### config.mk
export PLATFORM = sky130hd
export DESIGN_NAME = regfile_param
export DESIGN_NICKNAME = d
export VERILOG_FILES = /design/src/rtl/regfile_param.sv
export SDC_FILE = /design/constraint.sdc
export NUM_CORES = 2
export LEC_CHECK = 0
export BUFFER_PORTS_ARGS = -buffer_cell sky130_fd_sc_hd__buf_2
export CAP_MARGIN = 25
export CORE_UTILIZATION = 35
export DETAILED_ROUTE_END_ITERATION = 10
export PLACE_DENSITY = 0.53
export SYNTH_ARGS = -nofsm -noshare
export SYNTH_HDL_FRONTEND = slang
export SYNTH_SLANG_ARGS = --single-unit
### constraint.sdc
create_clock -name clock -period 3.9 [get_ports clock]
set_clock_uncertainty 0.15 [all_clocks]
set_input_delay 0.585 -clock clock [delete_from_list [all_inputs] [get_ports clock]]
set_output_delay 0.585 -clock clock [all_outputs]
set_load 0.01 [all_outputs]
### src/rtl/regfile_param.sv
// Parametrised register file with phase-gated write window, N registered read ports and a sequential clear engine.
// Optional define REGFILE_BYPASS_EN forwards a committing write to same-address reads on the same edge.
module regfile_param #(
  parameter int DATA_W      = 32,
  parameter int ADDR_W      = 5,
  parameter int NRD         = 2,
  parameter int PHASES      = 1,
  parameter int WRITE_PHASE = 0,
  parameter int RESET_INDEX = 1
) (
  input  logic                    clock,
  input  logic                    reset,
  input  logic                    regWrite,
  input  logic [ADDR_W-1:0]       writeReg,
  input  logic [DATA_W-1:0]       writeData,
  input  logic [NRD*ADDR_W-1:0]   readReg,
  output logic [NRD*DATA_W-1:0]   readData,
  input  logic                    clear,
  output logic                    busy,
  output logic [3:0]              phase
);

  localparam int DEPTH = 1 << ADDR_W;

  localparam logic [0:0] IDLE  = 1'b0;
  localparam logic [0:0] CLEAR = 1'b1;

  localparam logic [3:0]        PHASE_LAST = 4'(PHASES - 1);
  localparam logic [3:0]        WRITE_PH   = 4'(WRITE_PHASE);
  localparam logic [ADDR_W-1:0] IDX_FIRST  = ADDR_W'(1);
  localparam logic [ADDR_W-1:0] IDX_LAST   = {ADDR_W{1'b1}};

  // Register 0 is never written, so its reset value of zero holds for good.
  function automatic logic [DATA_W-1:0] resetVal(input logic [ADDR_W-1:0] idx);
    logic [DATA_W-1:0] v;
    if (RESET_INDEX != 0) begin
      v = DATA_W'(idx);
    end else begin
      v = '0;
    end
    return v;
  endfunction

  logic [DATA_W-1:0]     mem_r [DEPTH];
  logic [0:0]            state_r;
  logic                  busy_r;
  logic [ADDR_W-1:0]     sweepIdx_r;
  logic [3:0]            phase_r;
  logic [NRD*DATA_W-1:0] readData_r;

  logic                  commit_s;
  logic [ADDR_W-1:0]     rdAddr_s;
  logic [NRD*DATA_W-1:0] readNext_s;

  // Write qualification: request, open window, idle engine, non-zero address.
  always_comb begin
    commit_s = regWrite && (phase_r == WRITE_PH) && (state_r == IDLE) && (writeReg != '0);
  end

  // Read-port mux; forwarding only applies to a committing write.
  always_comb begin
    readNext_s = '0;
    rdAddr_s   = '0;
    for (int k = 0; k < NRD; k++) begin
      rdAddr_s = readReg[k*ADDR_W +: ADDR_W];
`ifdef REGFILE_BYPASS_EN
      if (commit_s && (rdAddr_s == writeReg)) begin
        readNext_s[k*DATA_W +: DATA_W] = writeData;
      end else begin
        readNext_s[k*DATA_W +: DATA_W] = mem_r[rdAddr_s];
      end
`else
      readNext_s[k*DATA_W +: DATA_W] = mem_r[rdAddr_s];
`endif
    end
  end

  // Free-running phase counter, wraps at PHASES-1.
  always_ff @(posedge clock or negedge reset) begin
    if (!reset) begin
      phase_r <= 4'd0;
    end else if (phase_r >= PHASE_LAST) begin
      phase_r <= 4'd0;
    end else begin
      phase_r <= phase_r + 4'd1;
    end
  end

  // Storage, write port and IDLE/CLEAR sweep engine.
  always_ff @(posedge clock or negedge reset) begin
    if (!reset) begin
      state_r    <= IDLE;
      busy_r     <= 1'b0;
      sweepIdx_r <= IDX_FIRST;
      for (int i = 0; i < DEPTH; i++) begin
        mem_r[i] <= resetVal(ADDR_W'(i));
      end
    end else begin
      case (state_r)
        IDLE: begin
          if (commit_s) begin
            mem_r[writeReg] <= writeData;
          end
          if (clear) begin
            state_r    <= CLEAR;
            busy_r     <= 1'b1;
            sweepIdx_r <= IDX_FIRST;
          end
        end
        CLEAR: begin
          mem_r[sweepIdx_r] <= resetVal(sweepIdx_r);
          if (sweepIdx_r == IDX_LAST) begin
            state_r    <= IDLE;
            busy_r     <= 1'b0;
            sweepIdx_r <= IDX_FIRST;
          end else begin
            sweepIdx_r <= sweepIdx_r + ADDR_W'(1);
          end
        end
        default: begin
          state_r    <= IDLE;
          busy_r     <= 1'b0;
          sweepIdx_r <= IDX_FIRST;
        end
      endcase
    end
  end

  // Registered read data, one-cycle latency in every state.
  always_ff @(posedge clock or negedge reset) begin
    if (!reset) begin
      readData_r <= '0;
    end else begin
      readData_r <= readNext_s;
    end
  end

  assign readData = readData_r;
  assign busy     = busy_r;
  assign phase    = phase_r;

endmodule

==> flow_metrics.tcl <==
set metrics [dict create \
    timing.rr.start "sweepIdx_r[0]" \
    synth_cells 6178 \
    antenna_found_initial 5 \
    end_kind "flip-flop" \
    clock_path_buffers 3 \
    die-area_um2 173100 \
    avgSynthCellArea_um2 9.714 \
    slew_headroom 0.2581 \
    min_period_over_period 0.7843 \
    vias_per_cell 5.964 \
    grt_pass1_vias 48790 \
    ctsResizeCount 0 \
    drt-initial-drc-count 4728 \
    setup_tns_ns 0 \
    yosysSeqAreaShare 0.4583 \
    power_leakage_nw 29.90 \
    row_count 151 \
    worstReg2RegEnd "mem_r[636]" \
    die_w_um 416.1 \
    finalSetupViolations 0 \
    yosysUniqueCellTypes 44 \
    area_delta_synth_final_pct 12.87 \
    power_density_nw_per_um2 466.8 \
    layout.nets 6073 \
    numPlacedInstances 8110 \
    drc 0 \
    grt_pass1_wl_mm 339.5 \
    rsz0062_at_grt "no" \
    synth_edf_count 0 \
    clock-root-buffer "clkbuf_16" \
    p_comb_frac 0.214 \
    synth_ff_type "dfrtp_1" \
    hold_viol 0 \
    ys_warn_count 0 \
    n_fill_cell 16600 \
    swShare 0.3353 \
    synth_area_um2 60020 \
    ff2ff_path_depth 7 \
    die_h_um 416.1 \
    fmax_mhz 326.9 \
    maxCapViolCount 0 \
    clkSinkCount 1095 \
    mostFrequentLayoutCells "nand2_1, mux2i_1, dfrtp_1, o31ai_1, nand3_1" \
    coreArea_um2 169800 \
    cts_tree "done" \
    routed_wl_mm 231.1 \
    seqPwrFrac 0.403 \
    p_sw_mw 10.60 \
    power_mw 31.62 \
    crit_type "flip-flop to flip-flop" \
    cp_max_fo 24 \
    startpoint "sweepIdx_r[0]" \
    critPathCapture "mem_r[636]" \
    clk-insertion-delay-late_ns 0.77 \
    ios 120 \
    startpoint_type "flip-flop" \
    dp_hpwl_mm 142.5 \
    final_common_cell "nand2_1" \
    status "finished, final reports clean" \
    tightestPinTransition_ns 1.113 \
    irDropWorstVdd_v 0.0004472 \
    hold_class "input pin to flip-flop" \
    drv_slew 0 \
    htree_levels 3 \
    fin_ws_ns 0.8411 \
    synthArstFlopShare 1.000 \
    place_congestion 0.8681 \
    drt-wirelength-per-cell_um 27.71 \
    final_cells 8340 \
    cts_buffers 121 \
    start_util 0.3533 \
    grt_max_degree 77 \
    io_buffer_count 115 \
    dr_total_vias 49740 \
    p_int_mw 21.02 \
    clkPwrFrac 0.383 \
    path_clk_slew_ns 0.06 \
    ys_ff_latch 1095 \
    worst-r2r-setup-slack_ns 0.84 \
    cts_setup_buffers 0 \
    track_usage 0.2618 \
    ant_nets 0 \
    drt-pass1-iter-count 6 \
    place_ws_ns 0.6429 \
    arrival_ns 3.55 \
    period_needed_ns 3.059 \
    drive_gt1_frac 0.1314 \
    hold_buffers 1 \
    overflow 0 \
    cp_data_required_time_ns 4.39 \
]
-- routing by layer --
metal | part of all wire | global-route usage | vias up
li1 | - | - | 22360
met1 | 0.44 | 0.3578 | 25110
met2 | 0.45 | 0.4138 | 1801
met3 | 0.059 | 0.03546 | 477
met4 | 0.048 | 0.1132 | 0
met5 | 0 | 0 | -
-- power by group through the flow --
stage	Clock [mW]	Combinational, mW	Sequential [mW]
2_1_floorplan	0	3.93	12.8
3_3_place_gp	0	6.66	12.9
3_5_place_dp	0	6.70	12.9
4_1_cts	12.3	6.71	12.7
5_1_grt	12.7	7.15	12.8
6_report	12.1	6.77	12.7
-- state kept, by name, indices dropped and copies added, names as in the netlist --
| signal | cells |
|---|---|
| state_r | 1 |
| mem_r | 1024 |
| readData | 64 |
| sweepIdx_r | 5 |
| busy | 1 |
-- worst min path at each step --
stage | start | endpoint | slack, ns | depth (start not counted)
3_5_place_dp | mem_r[227] | mem_r[227] | 0.31 | 2
4_1_cts | writeData[2] | mem_r[34] | 0.008 | 2
6_report | clear | sweepIdx_r[1] | 0.05 | 2
2_1_floorplan | reset | busy | 0.14 | 0
3_3_place_gp | mem_r[227] | mem_r[227] | 0.30 | 2
5_1_grt | clear | sweepIdx_r[1] | 0.03 | 2
-- final cells by class --
cell class | count | area [um^2] | share of cell area
timing repair buffer | 418 | 3771 | 0.05567
sequential | 1095 | 27500 | 0.4060
antenna | 1 | 2.502 | 0.00003694
clock buffer | 180 | 3573 | 0.05275
inverter | 34 | 127.6 | 0.001884
clock inverter | 47 | 574.3 | 0.008478
multi-input combinational | 4347 | 29410 | 0.4342
tap | 2218 | 2775 | 0.04097
-- logic make-up after synthesis --
group	count (synthesis)	share of synthesized area
compound gates	1667	0.1999
flops	1095	0.4583
buf+inv	739	0.05483
mux	1033	0.1726
simple gates	1638	0.1132
fa+ha+maj	5	0.001042
other cells	1	0.00006248
-- Yosys cell counts, types with 2 or more instances --
master | number | area, um^2
a21oi_1 | 219 | 1096
a22o_1 | 128 | 1121
a22oi_1 | 192 | 1441
a31oi_1 | 66 | 412.9
and2_1 | 34 | 212.7
and3_1 | 2 | 12.51
and3b_1 | 2 | 17.52
buf_1 | 35 | 131.4
buf_2 | 293 | 1466
buf_4 | 34 | 255.2
buf_6 | 3 | 33.78
clkbuf_1 | 340 | 1276
dfrtp_1 | 1014 | 25370
dfstp_2 | 81 | 2128
ha_1 | 5 | 62.56
inv_1 | 34 | 127.6
mux2_2 | 17 | 191.4
mux2i_1 | 1016 | 10170
nand2_1 | 1219 | 4576
nand2b_1 | 5 | 31.28
nand3_1 | 235 | 1176
nand4_1 | 6 | 37.54
nand4b_1 | 4 | 35.03
nor2_1 | 31 | 116.4
nor2b_1 | 15 | 93.84
nor3_1 | 67 | 335.3
nor3b_4 | 2 | 37.54
nor4_1 | 2 | 12.51
o211ai_1 | 10 | 75.07
o21ai_0 | 57 | 285.3
o21ai_1 | 12 | 60.06
o22a_1 | 76 | 665.6
o31a_1 | 18 | 157.7
o31ai_1 | 885 | 6644
or2_2 | 10 | 62.56
-- stage by stage --
stage	hold WS (ns)	utilization	cell area [um^2]
2_1_floorplan	0.1394	-	60030
3_3_place_gp	0.3037	0.3741	63540
3_5_place_dp	0.3083	0.3742	63560
4_1_cts	0.008079	0.3987	67710
5_1_grt	0.02994	0.3988	67740
6_report	0.05222	0.3988	67740
-- critical path: stages (launching register included) --
cell and delay [ns]:
dfstp_2 0.39, inv_1 0.18, ha_1 0.33, nor2b_1 0.50
nand3_1 0.34, o22a_2 0.47, buf_4 0.30, o31ai_1 0.24
(Power assumes the default switching activity.)
